**config.mk**
```make
export PLATFORM = sky130hd
export DESIGN_NAME = store_buffer
export DESIGN_NICKNAME = d
export VERILOG_FILES = /design/src/rtl/store_buffer.sv
export SDC_FILE = /design/constraint.sdc
export NUM_CORES = 1
export LEC_CHECK = 0
export ABC_AREA = 1
export ABC_CLOCK_PERIOD_IN_PS = 7400
export BUFFER_PORTS_ARGS = -buffer_cell sky130_fd_sc_hd__buf_2
export CAP_MARGIN = 20
export CORE_ASPECT_RATIO = 0.5
export CORE_MARGIN = 2
export CORE_UTILIZATION = 60
export DETAILED_ROUTE_END_ITERATION = 6
export GPL_ROUTABILITY_DRIVEN = 0
export HOLD_SLACK_MARGIN = 0.05
export PLACE_DENSITY = 0.9
export SLEW_MARGIN = 20
export SYNTH_ARGS = -nofsm -noshare
export SYNTH_HDL_FRONTEND = slang
export SYNTH_SLANG_ARGS = --single-unit
```
**constraint.sdc**
```tcl
create_clock -name clk -period 7.4 [get_ports clk]
set_clock_uncertainty 0.2 [all_clocks]
set_input_delay 0.37 -clock clk [delete_from_list [all_inputs] [get_ports clk]]
set_output_delay 0.37 -clock clk [all_outputs]
set_load 0.05 [all_outputs]
```
**src/rtl/store_buffer.sv**
```systemverilog
// Pending-store FIFO that drains one single-beat AXI write at a time, with a load hazard check.
// Define STORE_BUF_HAZARD_CMP_EN for per-entry address compare; otherwise ld_conflict = ~empty.
module store_buffer #(
   parameter int DEPTH = 4
) (
   input  logic        clk,
   input  logic        rst,
   input  logic        push_valid,
   input  logic [31:0] push_addr,
   input  logic [31:0] push_data,
   input  logic [3:0]  push_strb,
   output logic        full,
   output logic        empty,
   output logic [4:0]  count,
   input  logic [31:0] ld_addr,
   output logic        ld_conflict,
   output logic        awvalid,
   input  logic        awready,
   output logic [31:0] awaddr,
   output logic [7:0]  awlen,
   output logic [2:0]  awsize,
   output logic        wvalid,
   input  logic        wready,
   output logic [31:0] wdata,
   output logic [3:0]  wstrb,
   output logic        wlast,
   input  logic        bvalid,
   output logic        bready
);
   localparam int PW = $clog2(DEPTH);

   typedef enum logic [1:0] {IDLE, SEND, WAIT_B} state_t;

   state_t        state_reg, state_next;
   logic          aw_done_reg, aw_done_next;
   logic          w_done_reg, w_done_next;
   logic [PW-1:0] wr_ptr_reg, rd_ptr_reg;
   logic [4:0]    count_reg;

   // Word address only: byte offset is carried by the strobe.
   logic [29:0]   addr_mem [DEPTH];
   logic [31:0]   data_mem [DEPTH];
   logic [3:0]    strb_mem [DEPTH];

   logic          push_accept;
   logic          retire;

   assign full        = (count_reg == 5'(DEPTH));
   assign empty       = (count_reg == 5'd0);
   assign count       = count_reg;
   assign push_accept = push_valid && (push_strb != 4'b0000) && !full;
   assign retire      = (state_reg == WAIT_B) && bvalid;

   always_ff @(posedge clk) begin
      if (push_accept) begin
         addr_mem[wr_ptr_reg] <= push_addr[31:2];
         data_mem[wr_ptr_reg] <= push_data;
         strb_mem[wr_ptr_reg] <= push_strb;
      end
   end

   always_ff @(posedge clk or posedge rst) begin
      if (rst) begin
         wr_ptr_reg  <= '0;
         rd_ptr_reg  <= '0;
         count_reg   <= '0;
         state_reg   <= IDLE;
         aw_done_reg <= 1'b0;
         w_done_reg  <= 1'b0;
      end else begin
         state_reg   <= state_next;
         aw_done_reg <= aw_done_next;
         w_done_reg  <= w_done_next;
         if (push_accept) begin
            wr_ptr_reg <= wr_ptr_reg + PW'(1);
         end
         if (retire) begin
            rd_ptr_reg <= rd_ptr_reg + PW'(1);
         end
         if (push_accept && !retire) begin
            count_reg <= count_reg + 5'd1;
         end else if (retire && !push_accept) begin
            count_reg <= count_reg - 5'd1;
         end
      end
   end

   always_comb begin
      state_next   = state_reg;
      aw_done_next = aw_done_reg;
      w_done_next  = w_done_reg;
      case (state_reg)
         IDLE: begin
            aw_done_next = 1'b0;
            w_done_next  = 1'b0;
            if (!empty) begin
               state_next = SEND;
            end
         end
         SEND: begin
            // AW and W complete independently; leave only when both are done.
            if (awvalid && awready) begin
               aw_done_next = 1'b1;
            end
            if (wvalid && wready) begin
               w_done_next = 1'b1;
            end
            if (aw_done_next && w_done_next) begin
               state_next = WAIT_B;
            end
         end
         WAIT_B: begin
            if (bvalid) begin
               state_next   = IDLE;
               aw_done_next = 1'b0;
               w_done_next  = 1'b0;
            end
         end
         default: begin
            state_next = IDLE;
         end
      endcase
   end

   assign awvalid = (state_reg == SEND) && !aw_done_reg;
   assign wvalid  = (state_reg == SEND) && !w_done_reg;
   assign bready  = (state_reg == WAIT_B);
   assign awaddr  = {addr_mem[rd_ptr_reg], 2'b00};
   assign awlen   = 8'd0;
   assign awsize  = 3'b010;
   assign wdata   = data_mem[rd_ptr_reg];
   assign wstrb   = strb_mem[rd_ptr_reg];
   assign wlast   = 1'b1;

`ifdef STORE_BUF_HAZARD_CMP_EN
   logic [DEPTH-1:0] hit;
   genvar gi;
   generate
      for (gi = 0; gi < DEPTH; gi++) begin : g_cmp
         logic [PW-1:0] offset;
         // An entry is live when its distance from the head is below count.
         assign offset  = PW'(gi) - rd_ptr_reg;
         assign hit[gi] = ({{(5-PW){1'b0}}, offset} < count_reg) &&
                          (addr_mem[gi] == ld_addr[31:2]);
      end
   endgenerate
   assign ld_conflict = |hit;
   logic unused_bits;
   assign unused_bits = ^{push_addr[1:0], ld_addr[1:0]};
`else
   assign ld_conflict = !empty;
   logic unused_bits;
   assign unused_bits = ^{push_addr[1:0], ld_addr};
`endif

endmodule

```
==> metrics.md, run 1 <==
| Metric | Value |
|---|---|
| Status | completed |
| Seq cells post-synth | 277 |
| Max reg flops | 128 |
| Synthesized area | 10700 um2 |
| Antenna fix cells | 0 |
| All-Layer GR Usage | 0.2480 |
| Critical path endpoint category | output pin |
| CTS Sinks | 277 |
| Most common cell after layout, fill and taps aside | edfxtp_1 |
| Placed Area | 11550 um2 |
| Psw | 2684 uW |
| Register area share after synthesis | 0.7714 |
| Final Cycle Share | 0.5422 |
| Synth warn | 0 |
| Vias/cell | 5.786 |
| First-pass GRT wire length | 36.14 mm |
| Worst path slowest cell | buf_4 |
| Largest cells by area after synthesis | edfxtp_1 74%, o21ai_0 6.3%, nor2_1 5.2% |
| Net Sw Frac | 0.4455 |
| Post-synth EDFFs | 264 |
| Fmax | 0.2493 GHz |
| Reg with most FFs | data_mem |
| Synth top area share | 0.7410 |
| Drt total wl | 23.60 mm |
| Int Pwr | 3341 uW |
| Clock network power share | 0.208 |
| Crit path buffers/inverters | 3 |
| DRT Pass-1 Iters | 5 |
| Clk slew on worst S/H paths | 70 ps |
| Fraction of registers with async set/reset | 0.04693 |
| Post-DP HPWL | 12.48 mm |
| Clk Latency, worst-skew pair | 510 ps |
| Cts bufs inserted | 24 |
| Final slew viol count | 0 |
| Clock Tree Buf Depth | 3 |
| Final instance area | 13040 um2 |
| Min cycle time layout | 4012 ps |
| Avg WL per Cell | 19.21 um |
| Synth Instances | 769 |
| Crit-path max FO | 106 |
| Initial antenna violation count | 0 |
| Largest net degree at the start of global routing | 107 |
| Max-slew headroom | 0.2638 |
| Layout cells sized above 1 | 0.1990 |
| Vias in the first global route | 7093 |
| Arrival time worst endpoint | 3440 ps |
| Worst-Margin Slew | 1102 ps |
| Initial Util | 0.6149 |
| Vias | 7111 |
| CTS tree | yes |
| Distinct cell type count after synthesis | 24 |
| Fin nets | 1092 |
| Die H | 98.43 um |
| Die ar. | 18980 um2 |
| Worst VDD drop | 0.3294 mV |
| Die width | 192.8 um |
| Sum of negative setup slack | 0 ps |
| Top Ports | 197 |
| Leak | 0.004759 uW |
| Area growth syn-to-layout | 21.87% |
| Routed Antenna Nets | 0 |
| Sequential power share | 0.366 |
| Mean Syn Cell Area | 13.91 um2 |
| Setup CP Type | reg2out |
| Crit path max-delay family | buffers and inverters |
| Final hold violation count | 0 |
| Critical Path, Cell by Cell | inv_4, buf_4, o21ai_0, o22ai_1, buf_2 |
| Row count | 34 |
| CP Data Required Time | 6830 ps |
| Fillers | 1020 |
| Max cap viols | 0 |
| Multi-input gate area | 2081 um2 |
| Most frequent cells in the layout | 264 x edfxtp_1, 148 x buf_2, 144 x nor2_1 |
| Number of port buffers | 148 |
| RSZ-0062 raised after global routing | no |
| Root buf cell | clkbuf_16 |
| Max incr delay on CP | 840 ps |
| CORE AREA | 17400 um2 |
| H-tree Lvls | 1 |
| PwrDens | 462.1 nW/um2 |
| Total global routing overflow | 0 |
| Largest regs | data_mem x128, addr_mem x120, strb_mem x16 |
| Final setup viols | 0 |
| FF/Latch Area | 8258 um2 |
| Logic pwr share | 0.425 |
| Iteration-0 DRC count of the detailed router | 670 |
| Post-synth top area cell | edfxtp_1 |
| HP Class | in2reg |
| Worst setup SP type | flop |
| Ys flop type | edfxtp_1 |
| DRC Markers | 0 |
-- metrics by stage --
step / total power [uW] / worst slack, ps / hold WS (ps) / util / cells
CTS: 6013 / 3446 / 65.73 / 0.7494 / 1229
global route: 6284 / 3226 / 125.3 / 0.7494 / 1229
global placement: 4641 / 4042 / 205.7 / 0.6628 / 1114
finish: 6025 / 3388 / 80.35 / 0.7494 / 1229
floorplan: 4157 / 2798 / 46.96 / - / 781
detailed placement: 4746 / 3979 / 230.4 / 0.6640 / 1115
-- metal layers --
layer,part of all wire,GRT usage
met1,0.40,0.3234
met2,0.50,0.4334
met3,0.068,0.03454
met4,0.031,0.08749
met5,0,0
-- synth_stat cells, types with 7 or more instances --
library cell	number
o22ai_1	66
nor2_1	148
o21ai_0	135
ha_1	8
edfxtp_1	264
nand3_1	7
dfrtp_1	13
buf_4	15
inv_1	27
buf_2	11
clkbuf_1	23
nand2_1	26
buf_6	7
-- cell families (layout without fill, tap and decap cells) --
kind of cell               after synthesis  in the layout  synth area share
buffers and inverters                   84            298           0.04117
and+or+nand+nor                        184            184           0.06619
other                                    2             14         0.0007019
DFF                                    277            277            0.7714
adders and majority gates                9              9           0.01123
AOI/OAI and AO/OA                      208            208            0.1053
xor gates and xnor gates                 5              5          0.004094
-- power groups by stage --
stage	clock [uW]	combinational, uW	sequential, uW
finish	1260	2560	2210
global route	1330	2720	2230
CTS	1260	2550	2200
detailed placement	0	2510	2230
global placement	0	2430	2210
floorplan	0	1930	2230
-- path summary, 6_finish.rpt --
check | end | slack [ps] | from | cells after the start
min in group asynchronous | count[2]$_DFFE_PP0P_ | 220 | rst | 3
min reg2reg | wr_ptr_reg[1]$_DFFE_PP0P_ | 350 | wr_ptr_reg[1]$_DFFE_PP0P_ | 2
max reg2reg | data_mem[3][0]$_DFFE_PP_ | 4280 | count[4]$_DFFE_PP0P_ | 5
min | wr_ptr_reg[0]$_DFFE_PP0P_ | 80 | push_valid | 4
max | awaddr[7] | 3390 | rd_ptr_reg[0]$_DFFE_PP0P_ | 5
max in group asynchronous | rd_ptr_reg[0]$_DFFE_PP0P_ | 6400 | rst | 3
-- cell type report --
| class | count | area share |
|---|---|---|
| Tap cell | 234 | 0.02245 |
| Clock buffer | 35 | 0.05086 |
| Timing Repair Buffer | 226 | 0.1161 |
| Multi-Input combinational cell | 420 | 0.1596 |
| Clock inverter | 9 | 0.009404 |
| Inverter | 28 | 0.008253 |
| Sequential cell | 277 | 0.6333 |
-- repair_timing --
| item | 4_1_cts | 5_1_grt |
|---|---|---|
| endpoints found under the hold margin | 281 | 0 |
| resized for setup | 0 | 0 |
| hold buffers | 70 | 0 |
| buffers inserted | 0 | 0 |
-- worst reg2reg max path: stages (launching register included) --
cell and delay, ps:
dfrtp_1 480, inv_1 70, nand4_1 150, nand2_1 310
nor2_4 940, buf_4 590
Power figures use the tool's default switching activity.
==> run 2, diff against run 1 <==
--- a/config.mk
+++ b/config.mk
@@ -6,16 +6,16 @@
 export NUM_CORES = 1
 export LEC_CHECK = 0
 export ABC_AREA = 1
-export ABC_CLOCK_PERIOD_IN_PS = 7400
+export ABC_CLOCK_PERIOD_IN_PS = 3800
 export BUFFER_PORTS_ARGS = -buffer_cell sky130_fd_sc_hd__buf_2
 export CAP_MARGIN = 20
 export CORE_ASPECT_RATIO = 0.5
 export CORE_MARGIN = 2
-export CORE_UTILIZATION = 60
+export CORE_UTILIZATION = 55
 export DETAILED_ROUTE_END_ITERATION = 6
 export GPL_ROUTABILITY_DRIVEN = 0
 export HOLD_SLACK_MARGIN = 0.05
-export PLACE_DENSITY = 0.9
+export PLACE_DENSITY = 0.84
 export SLEW_MARGIN = 20
 export SYNTH_ARGS = -nofsm -noshare
 export SYNTH_HDL_FRONTEND = slang
==> constraint.sdc (replaced) <==
create_clock -name clk -period 3.8 [get_ports clk]
set_clock_uncertainty 0.2 [all_clocks]
set_input_delay 0.19 -clock clk [delete_from_list [all_inputs] [get_ports clk]]
set_output_delay 0.19 -clock clk [all_outputs]
set_load 0.05 [all_outputs]
==> run 2 against run 1 <==
Compared with the run above: sequential cell count is the same; combinational power grew 100%; worst hold slack lost 40 ps; highest routed layer unchanged.
==> metrics.md, run 2 (synthesis gave the netlist of run 1 again) <==
| Metric | Value |
|---|---|
| Vias in the first global route | 7120 (+0.38%) |
| Clk slew on worst S/H paths | 70 ps (about the same) |
| Most frequent cells in the layout | 264 x edfxtp_1, 148 x buf_2, 144 x nor2_1 |
| Critical path endpoint category | output pin |
| Antenna fix cells | 0 (unchanged) |
| RR Endpoint | count[3]$_DFFE_PP0P_ |
| Cell count of the worst reg-to-reg path | 11 (+6) |
| Final slew viol count | 0 (unchanged) |
| Root buf cell | clkbuf_16 |
| Overall power | 11780 uW (+96%) |
| Clock Tree Buf Depth | 3 (unchanged) |
| Top layer in use | met4 |
| Die width | 201.2 um (+4.4%) |
| Worst setup SP type | flop |
| Met1 WL | 9.503 mm (+1.6%) |
| Leak | 0.004802 uW (+0.90%) |
| Max reg flops | 128 (unchanged) |
| Status | completed |
| CTS tree | yes |
| Fillers | 1234 (+21%) |
| Clk Latency, worst-skew pair | 520 ps (about the same) |
| Arrival time worst endpoint | 2560 ps (-880 ps) |
| CORE AREA | 18740 um2 (+7.7%) |
| Vias | 6995 (-1.6%) |
| Reg2reg start | count[0]$_DFFE_PP0P_ |
| Cts bufs inserted | 25 (+4.2%) |
| CP Data Required Time | 3410 ps (-3420 ps) |
| First-pass GRT wire length | 36.00 mm (-0.38%) |
| Top Ports | 197 (unchanged) |
| Layout cells sized above 1 | 0.2026 (+0.003600) |
| Setup CP Type | reg2out |
| Iteration-0 DRC count of the detailed router | 441 (-34%) |
| Max cap viols | 0 (unchanged) |
| CTS Sinks | 277 (unchanged) |
| Final Cycle Share | 0.7758 |
| Hold_ws | 40.39 ps (-39.96 ps) |
| Die ar. | 20650 um2 (+8.8%) |
| Worst-Margin Slew | 757.1 ps (-344.6 ps) |
| FF/Latch Area | 8258 um2 (unchanged) |
| Die H | 102.6 um (+4.3%) |
| Worst VDD drop | 0.4200 mV (+28%) |
| Fin nets | 1098 (+0.55%) |
| Crit-path max FO | 47 (-56%) |
| Number of port buffers | 148 (unchanged) |
| Min cycle time layout | 2948 ps |
| H-tree Lvls | 1 (unchanged) |
| Drt total wl | 23.35 mm (-1.1%) |
| Initial Util | 0.5708 (-0.04409) |
| Routed length on met3 | 1.025 mm (-36%) |
| Final setup viols | 0 (unchanged) |
| Vias/cell | 5.547 (-4.1%) |
| Worst R2R Setup Slack | 950 ps (-3330 ps) |
| Final hold violation count | 0 (unchanged) |
| RSZ-0062 raised after global routing | no |
| Area growth syn-to-layout | 23.34% |
| Multi-input gate area | 2081 um2 (unchanged) |
| Routed Antenna Nets | 0 (unchanged) |
| Total global routing overflow | 0 (unchanged) |
| Core Util, Final | 0.7041 (-0.04532) |
| Max-slew headroom | 0.4940 (+0.2303) |
| PwrDens | 892.8 nW/um2 (+93%) |
| DRC Markers | 0 (unchanged) |
| Reg with most FFs | data_mem |
| Post-DP HPWL | 12.37 mm (-0.89%) |
| Setup bufs post-CTS | 0 (unchanged) |
| Initial antenna violation count | 0 (unchanged) |
| Largest regs | data_mem x128, addr_mem x120, strb_mem x16 |
| Routed met2 length | 12.13 mm (+1.9%) |
| Avg WL per Cell | 18.52 um (-3.6%) |
| HP Class | in2async |
| DRT Pass-1 Iters | 4 (-1) |
| Largest net degree at the start of global routing | 133 (+24%) |
| Row count | 35 (+2.9%) |
| Most common cell after layout, fill and taps aside | edfxtp_1 |
| Fmax | 0.3392 GHz |
| All-Layer GR Usage | 0.2243 (-0.02376) |
==> run 2: cell count changes in the layout (fill, tap and decap cells not counted), sizes merged <==
| cell | delta |
|---|---|
| dlygate4sd3 | +2 |
| clkinv | +3 |
| bufinv | -1 |
| inv | +2 |
| clkbuf | -4 |
| buf | +3 |
| clkinvlp | +2 |
==> run 2: metal layers <==
layer | vias to the layer above | global-route usage
li1 | 3232 | -
met1 | 3475 | 0.2736
met2 | 233 | 0.4144
met3 | 55 | 0.03540
met4 | 0 | 0.08654
met5 | - | 0
==> run 2: layout make-up <==
| class | count | area share |
|---|---|---|
| clock buffer | 31 | 0.04911 |
| clock inverter | 15 | 0.01015 |
| inverter | 28 | 0.008154 |
| multi-input combinational | 420 | 0.1577 |
| sequential | 277 | 0.6258 |
| tap | 259 | 0.02456 |
| timing repair buffer | 231 | 0.1246 |
==> run 2: worst max-delay path by stage <==
stage	from	cells after the start	end	slack, ps
after detailed placement	count[0]$_DFFE_PP0P_	11	count[3]$_DFFE_PP0P_	1040
after global routing	rd_ptr_reg[0]$_DFFE_PP0P_	5	wdata[23]	710
after CTS	rd_ptr_reg[0]$_DFFE_PP0P_	5	wdata[23]	840
after floorplan	count[0]$_DFFE_PP0P_	4	addr_mem[0][0]$_DFFE_PP_	-800
final	rd_ptr_reg[0]$_DFFE_PP0P_	5	wdata[23]	850
after global placement	count[0]$_DFFE_PP0P_	11	count[3]$_DFFE_PP0P_	1100
==> run 2: repair_timing <==
item | in CTS | in global routing
endpoints found under the hold margin | 285 | 0
hold buffers | 72 | 0
gates resized for setup | 0 | 0
==> run 2: power by group <==
part / internal (uW) / total [uW] / switching [uW]
registers: 4000 / 4180 / 181
clock network: 1360 / 2420 / 1070
logic: 1160 / 5180 / 4020
total: 6510 / 11800 / 5270
==> run 2: stage by stage <==
stage | setup TNS, ps | instance area [um2] | std cells | setup slack [ps]
global placement | 0 | 11690 | 1143 | 1097
CTS | 0 | 13200 | 1261 | 840.2
global route | 0 | 13200 | 1261 | 711.8
detailed placement | 0 | 11690 | 1143 | 1038
finish | 0 | 13200 | 1261 | 852.0
floorplan | -211680 | 10740 | 781 | -801.8
==> run 2: worst max-delay path, stage by stage (launching register included) <==
cell	delay, ps
dfrtp_4	510
inv_4	390
buf_4	420
o21ai_0	130
o22ai_1	240
buf_2	310
